$ cat src/rtl/exec_pkg.sv
// Shared encodings for the execute stage: ALU operations, operand/destination
// selects and the multiply/divide sequencer states.
package exec_pkg;

    typedef enum logic [3:0] {
        OP_ADD  = 4'd0,
        OP_SUB  = 4'd1,
        OP_AND  = 4'd2,
        OP_OR   = 4'd3,
        OP_XOR  = 4'd4,
        OP_NOR  = 4'd5,
        OP_SLT  = 4'd6,
        OP_SLL  = 4'd7,
        OP_SRL  = 4'd8,
        OP_SRA  = 4'd9,
        OP_MULT = 4'd10,
        OP_DIV  = 4'd11,
        OP_MFHI = 4'd12,
        OP_MFLO = 4'd13
    } alu_op_t;

    typedef enum logic [1:0] {
        DST_RT   = 2'd0,
        DST_RD   = 2'd1,
        DST_RA   = 2'd2,
        DST_ZERO = 2'd3
    } reg_dst_t;

    typedef enum logic [1:0] {
        SRCB_REG = 2'd0,
        SRCB_IMM = 2'd1,
        SRCB_8   = 2'd2,
        SRCB_16  = 2'd3
    } src_b_t;

    typedef enum logic [1:0] {
        MD_IDLE = 2'd0,
        MD_BUSY = 2'd1,
        MD_DONE = 2'd2
    } md_state_t;

endpackage

$ cat src/rtl/execute_stage_if.sv
// ID/EX -> EX/MEM bundle of the execute stage; upstream drives master, the
// stage itself sits on the slave side.
interface execute_stage_if #(
    parameter int DATA_W  = 32,
    parameter int SHAMT_W = 5,
    parameter int IDX_W   = 26
);
    logic               In_Valid;
    logic               Flush;
    logic [3:0]         ALUOp;
    logic               ALUSrc0;
    logic [1:0]         ALUSrc1;
    logic [1:0]         RegDst;
    logic [SHAMT_W-1:0] Shamt;
    logic [4:0]         Rt;
    logic [4:0]         Rd;
    logic [DATA_W-1:0]  Reg_Data1;
    logic [DATA_W-1:0]  Reg_Data2;
    logic [DATA_W-1:0]  Imm;
    logic [DATA_W-1:0]  PCPlusFour;
    logic [IDX_W-1:0]   Instr_Index;
    logic               Stall;
    logic               Out_Valid;
    logic [DATA_W-1:0]  ALUResult;
    logic               Zero;
    logic [4:0]         rDestSelected;
    logic [DATA_W-1:0]  PC_Plus_Branch;
    logic [DATA_W-1:0]  Jump_Target;

    modport master (
        output In_Valid, Flush, ALUOp, ALUSrc0, ALUSrc1, RegDst, Shamt, Rt, Rd,
               Reg_Data1, Reg_Data2, Imm, PCPlusFour, Instr_Index,
        input  Stall, Out_Valid, ALUResult, Zero, rDestSelected,
               PC_Plus_Branch, Jump_Target
    );

    modport slave (
        input  In_Valid, Flush, ALUOp, ALUSrc0, ALUSrc1, RegDst, Shamt, Rt, Rd,
               Reg_Data1, Reg_Data2, Imm, PCPlusFour, Instr_Index,
        output Stall, Out_Valid, ALUResult, Zero, rDestSelected,
               PC_Plus_Branch, Jump_Target
    );
endinterface

$ cat src/rtl/mul_div_unit.sv
// Iterative unsigned shift-add multiplier / restoring divider owning HI and LO.
// One bit per BUSY cycle, DATA_W cycles per operation, one DONE cycle to commit.
module mul_div_unit
    import exec_pkg::*;
#(
    parameter int DATA_W = 32
) (
    input  logic              clk,
    input  logic              rst_n,
    input  logic              start,
    input  logic              is_div,
    input  logic              flush,
    input  logic [DATA_W-1:0] op_a,
    input  logic [DATA_W-1:0] op_b,
    output logic              busy,
    output logic              done,
    output logic [DATA_W-1:0] hi,
    output logic [DATA_W-1:0] lo,
    output logic [DATA_W-1:0] result_lo
);
    localparam int CNT_W = $clog2(DATA_W) + 1;

    md_state_t         state, state_next;
    logic [CNT_W-1:0]  count;
    logic [DATA_W-1:0] work_hi, work_lo, operand_b;
    logic              is_div_q;

    logic [DATA_W:0]   mul_sum, div_shifted, div_diff;
    logic [DATA_W-1:0] step_hi, step_lo;

    always_ff @(posedge clk or negedge rst_n) begin
        if (!rst_n) state <= MD_IDLE;
        else        state <= state_next;
    end

    always_comb begin
        state_next = state;
        case (state)
            MD_IDLE: if (start) state_next = MD_BUSY;
            MD_BUSY: begin
                if (flush)                              state_next = MD_IDLE;
                else if (count == CNT_W'(DATA_W - 1))   state_next = MD_DONE;
            end
            MD_DONE: state_next = MD_IDLE;
            default: state_next = MD_IDLE;
        endcase
    end

    // Divider keeps the partial remainder in work_hi and shifts the quotient
    // into work_lo; a zero divisor naturally yields all-ones / dividend.
    always_comb begin
        mul_sum     = {1'b0, work_hi} + (work_lo[0] ? {1'b0, operand_b} : '0);
        div_shifted = {work_hi, work_lo[DATA_W-1]};
        div_diff    = div_shifted - {1'b0, operand_b};
        if (is_div_q) begin
            if (!div_diff[DATA_W]) begin
                step_hi = div_diff[DATA_W-1:0];
                step_lo = {work_lo[DATA_W-2:0], 1'b1};
            end else begin
                step_hi = div_shifted[DATA_W-1:0];
                step_lo = {work_lo[DATA_W-2:0], 1'b0};
            end
        end else begin
            {step_hi, step_lo} = {mul_sum, work_lo[DATA_W-1:1]};
        end
    end

    always_ff @(posedge clk or negedge rst_n) begin
        if (!rst_n) begin
            count     <= '0;
            work_hi   <= '0;
            work_lo   <= '0;
            operand_b <= '0;
            is_div_q  <= 1'b0;
            hi        <= '0;
            lo        <= '0;
        end else begin
            case (state)
                MD_IDLE: begin
                    if (start) begin
                        count     <= '0;
                        work_hi   <= '0;
                        work_lo   <= op_a;
                        operand_b <= op_b;
                        is_div_q  <= is_div;
                    end
                end
                MD_BUSY: begin
                    count   <= count + CNT_W'(1);
                    work_hi <= step_hi;
                    work_lo <= step_lo;
                end
                MD_DONE: begin
                    if (!flush) begin
                        hi <= work_hi;
                        lo <= work_lo;
                    end
                end
                default: ;
            endcase
        end
    end

    assign busy      = (state == MD_BUSY);
    assign done      = (state == MD_DONE);
    assign result_lo = work_lo;

endmodule

$ cat src/rtl/execute_stage.sv
// Pipeline execute stage: operand muxes, single-cycle ALU, branch/jump target
// adders and registered EX/MEM outputs, with an iterative MULT/DIV unit.
module execute_stage
    import exec_pkg::*;
#(
    parameter int DATA_W  = 32,
    parameter int SHAMT_W = 5,
    parameter int IDX_W   = 26
) (
    input logic            Clk,
    input logic            Rst_n,
    execute_stage_if.slave ex
);
    localparam logic [DATA_W-1:0] JUMP_MASK = DATA_W'({IDX_W{1'b1}}) << 2;

    alu_op_t           op;
    logic [DATA_W-1:0] alu_a, alu_b, alu_result;
    logic [SHAMT_W-1:0] shamt;
    logic [4:0]        dest;
    logic [DATA_W-1:0] pc_branch, jump_target;
    logic              accept, md_start, md_busy, md_done;
    logic [DATA_W-1:0] md_hi, md_lo, md_result_lo;

    assign op = alu_op_t'(ex.ALUOp);

    always_comb begin
        alu_a = ex.ALUSrc0 ? DATA_W'(ex.Shamt) : ex.Reg_Data1;
        case (src_b_t'(ex.ALUSrc1))
            SRCB_REG: alu_b = ex.Reg_Data2;
            SRCB_IMM: alu_b = ex.Imm;
            SRCB_8:   alu_b = DATA_W'(8);
            SRCB_16:  alu_b = DATA_W'(16);
            default:  alu_b = ex.Reg_Data2;
        endcase
        shamt = alu_a[SHAMT_W-1:0];
    end

    always_comb begin
        alu_result = '0;
        case (op)
            OP_ADD:  alu_result = alu_a + alu_b;
            OP_SUB:  alu_result = alu_a - alu_b;
            OP_AND:  alu_result = alu_a & alu_b;
            OP_OR:   alu_result = alu_a | alu_b;
            OP_XOR:  alu_result = alu_a ^ alu_b;
            OP_NOR:  alu_result = ~(alu_a | alu_b);
            OP_SLT:  alu_result = {{(DATA_W-1){1'b0}}, ($signed(alu_a) < $signed(alu_b))};
            OP_SLL:  alu_result = alu_b << shamt;
            OP_SRL:  alu_result = alu_b >> shamt;
            OP_SRA:  alu_result = $unsigned($signed(alu_b) >>> shamt);
            OP_MFHI: alu_result = md_hi;
            OP_MFLO: alu_result = md_lo;
            default: alu_result = '0;
        endcase
    end

    always_comb begin
        case (reg_dst_t'(ex.RegDst))
            DST_RT:   dest = ex.Rt;
            DST_RD:   dest = ex.Rd;
            DST_RA:   dest = 5'd31;
            DST_ZERO: dest = 5'd0;
            default:  dest = 5'd0;
        endcase
        pc_branch   = ex.PCPlusFour + (ex.Imm << 2);
        jump_target = (ex.PCPlusFour & ~JUMP_MASK) | (DATA_W'(ex.Instr_Index) << 2);
    end

    // The DONE cycle belongs to the MULT/DIV still held upstream, so nothing new
    // is taken in until the sequencer is back in IDLE.
    assign accept   = ex.In_Valid && !md_busy && !md_done && !ex.Flush;
    assign md_start = accept && ((op == OP_MULT) || (op == OP_DIV));
    assign ex.Stall = md_busy;

    mul_div_unit #(.DATA_W(DATA_W)) u_mul_div (
        .clk       (Clk),
        .rst_n     (Rst_n),
        .start     (md_start),
        .is_div    (op == OP_DIV),
        .flush     (ex.Flush),
        .op_a      (alu_a),
        .op_b      (alu_b),
        .busy      (md_busy),
        .done      (md_done),
        .hi        (md_hi),
        .lo        (md_lo),
        .result_lo (md_result_lo)
    );

    always_ff @(posedge Clk or negedge Rst_n) begin
        if (!Rst_n) begin
            ex.Out_Valid      <= 1'b0;
            ex.ALUResult      <= '0;
            ex.Zero           <= 1'b0;
            ex.rDestSelected  <= '0;
            ex.PC_Plus_Branch <= '0;
            ex.Jump_Target    <= '0;
        end else begin
            ex.Out_Valid <= 1'b0;
            if (md_done && !ex.Flush) begin
                ex.Out_Valid     <= 1'b1;
                ex.ALUResult     <= md_result_lo;
                ex.Zero          <= (md_result_lo == '0);
                ex.rDestSelected <= 5'd0;
            end else if (accept && !md_start) begin
                ex.Out_Valid      <= 1'b1;
                ex.ALUResult      <= alu_result;
                ex.Zero           <= (alu_result == '0);
                ex.rDestSelected  <= dest;
                ex.PC_Plus_Branch <= pc_branch;
                ex.Jump_Target    <= jump_target;
            end
        end
    end

endmodule

$ cat src/flat_wrapper.sv
// flat-port wrapper written by rule: the top's interface ports become plain ports
module execute_stage_flat import exec_pkg::*;
#(
    parameter int DATA_W  = 32,
    parameter int SHAMT_W = 5,
    parameter int IDX_W   = 26
)
  (Clk, Rst_n, ex_In_Valid, ex_Flush, ex_ALUOp, ex_ALUSrc0, ex_ALUSrc1, ex_RegDst, ex_Shamt, ex_Rt, ex_Rd, ex_Reg_Data1, ex_Reg_Data2, ex_Imm, ex_PCPlusFour, ex_Instr_Index, ex_Stall, ex_Out_Valid, ex_ALUResult, ex_Zero, ex_rDestSelected, ex_PC_Plus_Branch, ex_Jump_Target);
  execute_stage_if #(.DATA_W(DATA_W), .SHAMT_W(SHAMT_W), .IDX_W(IDX_W)) ex_i ();
  input logic Clk;
  input logic Rst_n;
  input wire logic [$bits(ex_i.In_Valid)-1:0] ex_In_Valid;
  input wire logic [$bits(ex_i.Flush)-1:0] ex_Flush;
  input wire logic [$bits(ex_i.ALUOp)-1:0] ex_ALUOp;
  input wire logic [$bits(ex_i.ALUSrc0)-1:0] ex_ALUSrc0;
  input wire logic [$bits(ex_i.ALUSrc1)-1:0] ex_ALUSrc1;
  input wire logic [$bits(ex_i.RegDst)-1:0] ex_RegDst;
  input wire logic [$bits(ex_i.Shamt)-1:0] ex_Shamt;
  input wire logic [$bits(ex_i.Rt)-1:0] ex_Rt;
  input wire logic [$bits(ex_i.Rd)-1:0] ex_Rd;
  input wire logic [$bits(ex_i.Reg_Data1)-1:0] ex_Reg_Data1;
  input wire logic [$bits(ex_i.Reg_Data2)-1:0] ex_Reg_Data2;
  input wire logic [$bits(ex_i.Imm)-1:0] ex_Imm;
  input wire logic [$bits(ex_i.PCPlusFour)-1:0] ex_PCPlusFour;
  input wire logic [$bits(ex_i.Instr_Index)-1:0] ex_Instr_Index;
  output wire logic [$bits(ex_i.Stall)-1:0] ex_Stall;
  output wire logic [$bits(ex_i.Out_Valid)-1:0] ex_Out_Valid;
  output wire logic [$bits(ex_i.ALUResult)-1:0] ex_ALUResult;
  output wire logic [$bits(ex_i.Zero)-1:0] ex_Zero;
  output wire logic [$bits(ex_i.rDestSelected)-1:0] ex_rDestSelected;
  output wire logic [$bits(ex_i.PC_Plus_Branch)-1:0] ex_PC_Plus_Branch;
  output wire logic [$bits(ex_i.Jump_Target)-1:0] ex_Jump_Target;
  assign ex_i.In_Valid = ex_In_Valid;
  assign ex_i.Flush = ex_Flush;
  assign ex_i.ALUOp = ex_ALUOp;
  assign ex_i.ALUSrc0 = ex_ALUSrc0;
  assign ex_i.ALUSrc1 = ex_ALUSrc1;
  assign ex_i.RegDst = ex_RegDst;
  assign ex_i.Shamt = ex_Shamt;
  assign ex_i.Rt = ex_Rt;
  assign ex_i.Rd = ex_Rd;
  assign ex_i.Reg_Data1 = ex_Reg_Data1;
  assign ex_i.Reg_Data2 = ex_Reg_Data2;
  assign ex_i.Imm = ex_Imm;
  assign ex_i.PCPlusFour = ex_PCPlusFour;
  assign ex_i.Instr_Index = ex_Instr_Index;
  assign ex_Stall = ex_i.Stall;
  assign ex_Out_Valid = ex_i.Out_Valid;
  assign ex_ALUResult = ex_i.ALUResult;
  assign ex_Zero = ex_i.Zero;
  assign ex_rDestSelected = ex_i.rDestSelected;
  assign ex_PC_Plus_Branch = ex_i.PC_Plus_Branch;
  assign ex_Jump_Target = ex_i.Jump_Target;
  execute_stage #(.DATA_W(DATA_W), .SHAMT_W(SHAMT_W), .IDX_W(IDX_W)) u_core (.Clk(Clk), .Rst_n(Rst_n), .ex(ex_i));
endmodule
$ cat config.mk
export PLATFORM = sky130hd
export DESIGN_NAME = execute_stage_flat
export DESIGN_NICKNAME = d
export VERILOG_FILES = /design/src/rtl/exec_pkg.sv /design/src/rtl/execute_stage_if.sv /design/src/rtl/mul_div_unit.sv /design/src/rtl/execute_stage.sv /design/src/flat_wrapper.sv
export SDC_FILE = /design/constraint.sdc
export NUM_CORES = 1
export LEC_CHECK = 0
export ABC_AREA = 1
export ABC_CLOCK_PERIOD_IN_PS = 3140
export BUFFER_PORTS_ARGS = -buffer_cell sky130_fd_sc_hd__buf_2
export CORE_ASPECT_RATIO = 1.2
export CORE_MARGIN = 2
export CORE_UTILIZATION = 30
export CTS_BUF_LIST = sky130_fd_sc_hd__clkbuf_2 sky130_fd_sc_hd__clkbuf_4 sky130_fd_sc_hd__clkbuf_8
export CTS_CLUSTER_SIZE = 30
export DETAILED_ROUTE_END_ITERATION = 8
export HOLD_SLACK_MARGIN = 0.02
export SETUP_SLACK_MARGIN = 0.2
export SLEW_MARGIN = 10
export SYNTH_ARGS = -nofsm -noshare
export SYNTH_HDL_FRONTEND = slang
export SYNTH_SLANG_ARGS = --single-unit
export TNS_END_PERCENT = 10
$ cat constraint.sdc
create_clock -name Clk -period 3.14 [get_ports Clk]
set_input_delay 0.628 -clock Clk [delete_from_list [all_inputs] [get_ports Clk]]
set_output_delay 0.628 -clock Clk [all_outputs]
set_load 0.02 [all_outputs]
==> results.md <==
* RSZ-0062 raised after global routing: yes
* Final Cell Area at 0.0409 mm^2
* Row count at between 100 and 150
* H-tree level count at 2
* Die Y at around 340 um
* Fin crit period at 3.30 ns
* Layout cell share with drive strength beyond 1 at 0.315
* Highest achievable clock rate at approximately 300 MHz
* Crit end category: flop
* Slew @ Worst Pin at 0.837 ns
* R2r setup slk at between 0.1 and 0.15 ns
* Worst rel slew slack at 0.440
* Vias in the first global route at ~35,000
* Placer congestion estimate at 1.05
* Kind of critical path: in -> reg
* Yosys warns at 0
* CTS sink cnt at 270
* Via density at roughly 5.2
* Worst Path Required at about 3.7 ns
* CP peak stage delay at around 0.34 ns
* Status: complete, but fails checks
* Total Nets Final at ~6,000
* Final Worst Setup Slack at -0.159 ns
* EDFF count, synth at 0
* Setup TNS at -0.160 ns
* Final core occ at 0.442
* Yosys cell types at 54
* Fillers at around 9,900
* CP Launch Point: ex_ALUSrc1[0]
* Core Area at ~0.09 mm^2
* Power Total at roughly 23 mW
* Mapped Cells at around 4,600
* Root Buffer: clkbuf_8
* Routed len/inst at ~23 um
* Cell Area, Synth at 0.0280 mm^2
* Power Dens Cells at approximately 560 mW/mm^2
* Critical path peak fanout at 8
* Final setup viols at 2
* DR iter-0 viols at 3,311
* Worst vdd rail ir drop at roughly 0.00065 V
* First-pass GRT wire length at roughly 230,000 um
* Seq/Total Area, Yosys at 0.242
* Average size of a mapped cell at 6.11 um^2
* Sw Pwr at around 11 mW
* RR Endpoint: u_core.u_mul_div.work_hi[24]
* Gr usage total at 0.322
* GR Overflow Total at 0
* Reg-to-reg startpoint: u_core.u_mul_div.result_lo[0]
* I/O Pins at ~290
* DP HPWL at 132,000 um
* Worst-Skew Late Latency at 0.65 ns
* Period utilization at 1.05
* Failing checks: setup timing
* Worst Setup EP: u_core.ex.Zero
* Worst reg2reg path depth at 13
* Crit path depth at 26
* Combinational Power Share at 0.611
* Clk buf depth at 3
* Crit path max-delay family: simple AND/OR/NAND/NOR gates
* Final Hold Fails at 0
* Antenna violations before repair at 6
* Int Pwr at 11.9 mW
* Initial core utilization at 0.303
* Post-route ant nets at 0
* Die Area at roughly 0.096 mm^2
* Max-slew violation count at 0
* CP arrival at about 3.9 ns
* Clock Skew at 0.0242 ns
* Primary FF master, synth: dfrtp_1
* Area leader, netlist: dfrtp_1
* Syn nets at approximately 5,000
* Die W at about 280 um
* CTS Buf Count at 44
* Port bufs at 285
* Post-Place Cells at 6,783
* Fin cells at between 6,000 and 7,000
* Buffers and inverters on the worst path at 9
* Startpoint Class: input port
* Clock group share of total power at 0.164
* Max cap viols at 0
* Top cells by area, synth: dfrtp_1 (24%), nand2_1 (18%), nand3_1 (12%), ha_1 (8.7%), inv_1 (7.9%)
* Slowest stage cell, crit path: ha_4
* P_leak at between 20 and 25 nW
* First-pass DRT Iterations at 7
* Synth async-reset ratio at 1.00
* Most frequent CP cell: buf_4
* TritonCTS clock tree: built
* Placed cell area at approximately 0.038 mm^2
* Seq pwr share at 0.225
* Total wire length at ~160,000 um
* Clock-pin slew on the worst setup and hold paths at around 0.060 ns
* #FFs+latches synth at between 200 and 300
* Post-synth top area share at 0.242
* Switching Fraction at 0.478
* Area Overhead vs Synth at 46.2%
* Hold crit path type: in -> reg
* Routed via count at between 30,000 and 40,000
* DRC viols at 0
* Pin count of the biggest net entering global routing at approximately 100
==> power by group through the flow <==
stage	Sequential, mW	Clock (mW)	Combinational [mW]
2_1_floorplan	5.12	0	7.36
3_3_place_gp	5.12	0	12.4
3_5_place_dp	5.14	0	12.4
4_1_cts	5.09	3.80	13.0
5_1_grt	5.22	3.96	15.2
6_report	5.14	3.75	14.0
==> worst min-delay path, cell delays in order <==
cell,delay [ns]
buf_2,0.07
nand2_1,0.04
nand2_1,0.04
==> per-layer routing <==
layer,track usage,part of all wire,vias to the layer above
met5,0,0.00015,-
met4,0.160,0.060,4
met3,0.0347,0.060,278
met2,0.504,0.44,1269
met1,0.438,0.44,17000
li1,-,-,17200
==> final cells by class <==
cell class	count	area, um^2	share of cell area
multi-input cells	3517	20100	0.491
well taps	1240	1550	0.0380
flip-flops and latches	270	6760	0.166
repair buffers	1205	9160	0.224
diodes	4	10.0	0.000245
clock inverters	19	249	0.00609
clock buffers	63	805	0.0197
inverters	595	2240	0.0549
==> placed cells by master (no fill, tap or decap), drive strengths merged, types with 30 or more instances in the layout <==
cell type,netlist,layout
xor2,30,30
ha,195,195
nand2,1318,1318
a21oi,246,246
nand3,665,665
inv,593,593
o21ai,327,327
o22ai,33,33
nand4,38,38
nor2,349,349
o221ai,33,33
buf,92,1203
nor3,55,55
o211ai,59,59
dfrtp,270,270
clkbuf,104,64
==> kinds of logic (layout without fill, tap and decap cells) <==
kind of cell | count (synthesis) | in the layout | synth area share
XOR/XNOR | 52 | 52 | 0.0163
flip-flops | 270 | 270 | 0.242
other | 0 | 4 | 0
buffers and inverters | 791 | 1882 | 0.112
AND/OR/NAND/NOR | 2472 | 2472 | 0.376
adder cells (fa/ha/maj) | 200 | 200 | 0.0909
AO/OA/AOI/OAI | 793 | 793 | 0.163
==> state kept, by name, indices dropped and copies added (netlist names), 5 cells and up <==
name / count
u_core.u_mul_div.count: 6
u_core.u_mul_div.result_lo: 32
u_core.ex.Jump_Target: 32
u_core.ex.rDestSelected: 5
u_core.ex.ALUResult: 32
u_core.ex.PC_Plus_Branch: 30
u_core.u_mul_div.operand_b: 32
u_core.u_mul_div.work_hi: 32
u_core.u_mul_div.lo: 32
u_core.u_mul_div.hi: 32
==> worst min-delay path by stage <==
stage	from	end	slack (ns)	cells past startpoint
2_1_floorplan	Rst_n	u_core.ex.ALUResult[0]	0.33	0
3_3_place_gp	u_core.u_mul_div.hi[17]	u_core.u_mul_div.hi[17]	0.46	2
3_5_place_dp	u_core.ex.Jump_Target[3]	u_core.ex.Jump_Target[3]	0.46	2
4_1_cts	ex_Instr_Index[14]	u_core.ex.Jump_Target[16]	0.12	3
5_1_grt	ex_Instr_Index[3]	u_core.ex.Jump_Target[5]	0.16	3
6_report	ex_Instr_Index[21]	u_core.ex.Jump_Target[23]	0.17	3
==> synthesized netlist by cell type, types with 30 or more instances <==
cell type     n
xor2_1       30
nand2_1    1306
buf_2        56
dfrtp_1     270
o221ai_1     33
inv_1       585
o211ai_1     59
ha_1        195
o22ai_1      33
clkbuf_1    103
nand4_1      38
a21oi_1     246
nand3_1     657
nor2_1      344
o21ai_0     316
nor3_1       55
==> metrics by stage <==
step | setup slack, ns | hold WS, ns
2_1_floorplan | -0.0230 | 0.332
3_3_place_gp | -1.45 | 0.455
3_5_place_dp | -1.43 | 0.459
4_1_cts | -0.115 | 0.124
5_1_grt | -0.293 | 0.157
6_report | -0.159 | 0.174
==> what timing repair did <==
item                                    in CTS  in global routing
cloned                                       1                  1
pin swaps                                   82                 83
gates resized for setup                    307                175
hold endpoints to repair                    61                  0
setup buffers                               20                 21
endpoints found under the setup margin      60                 63
hold buffers                                 1                  0
Power figures use the tool's default switching activity.
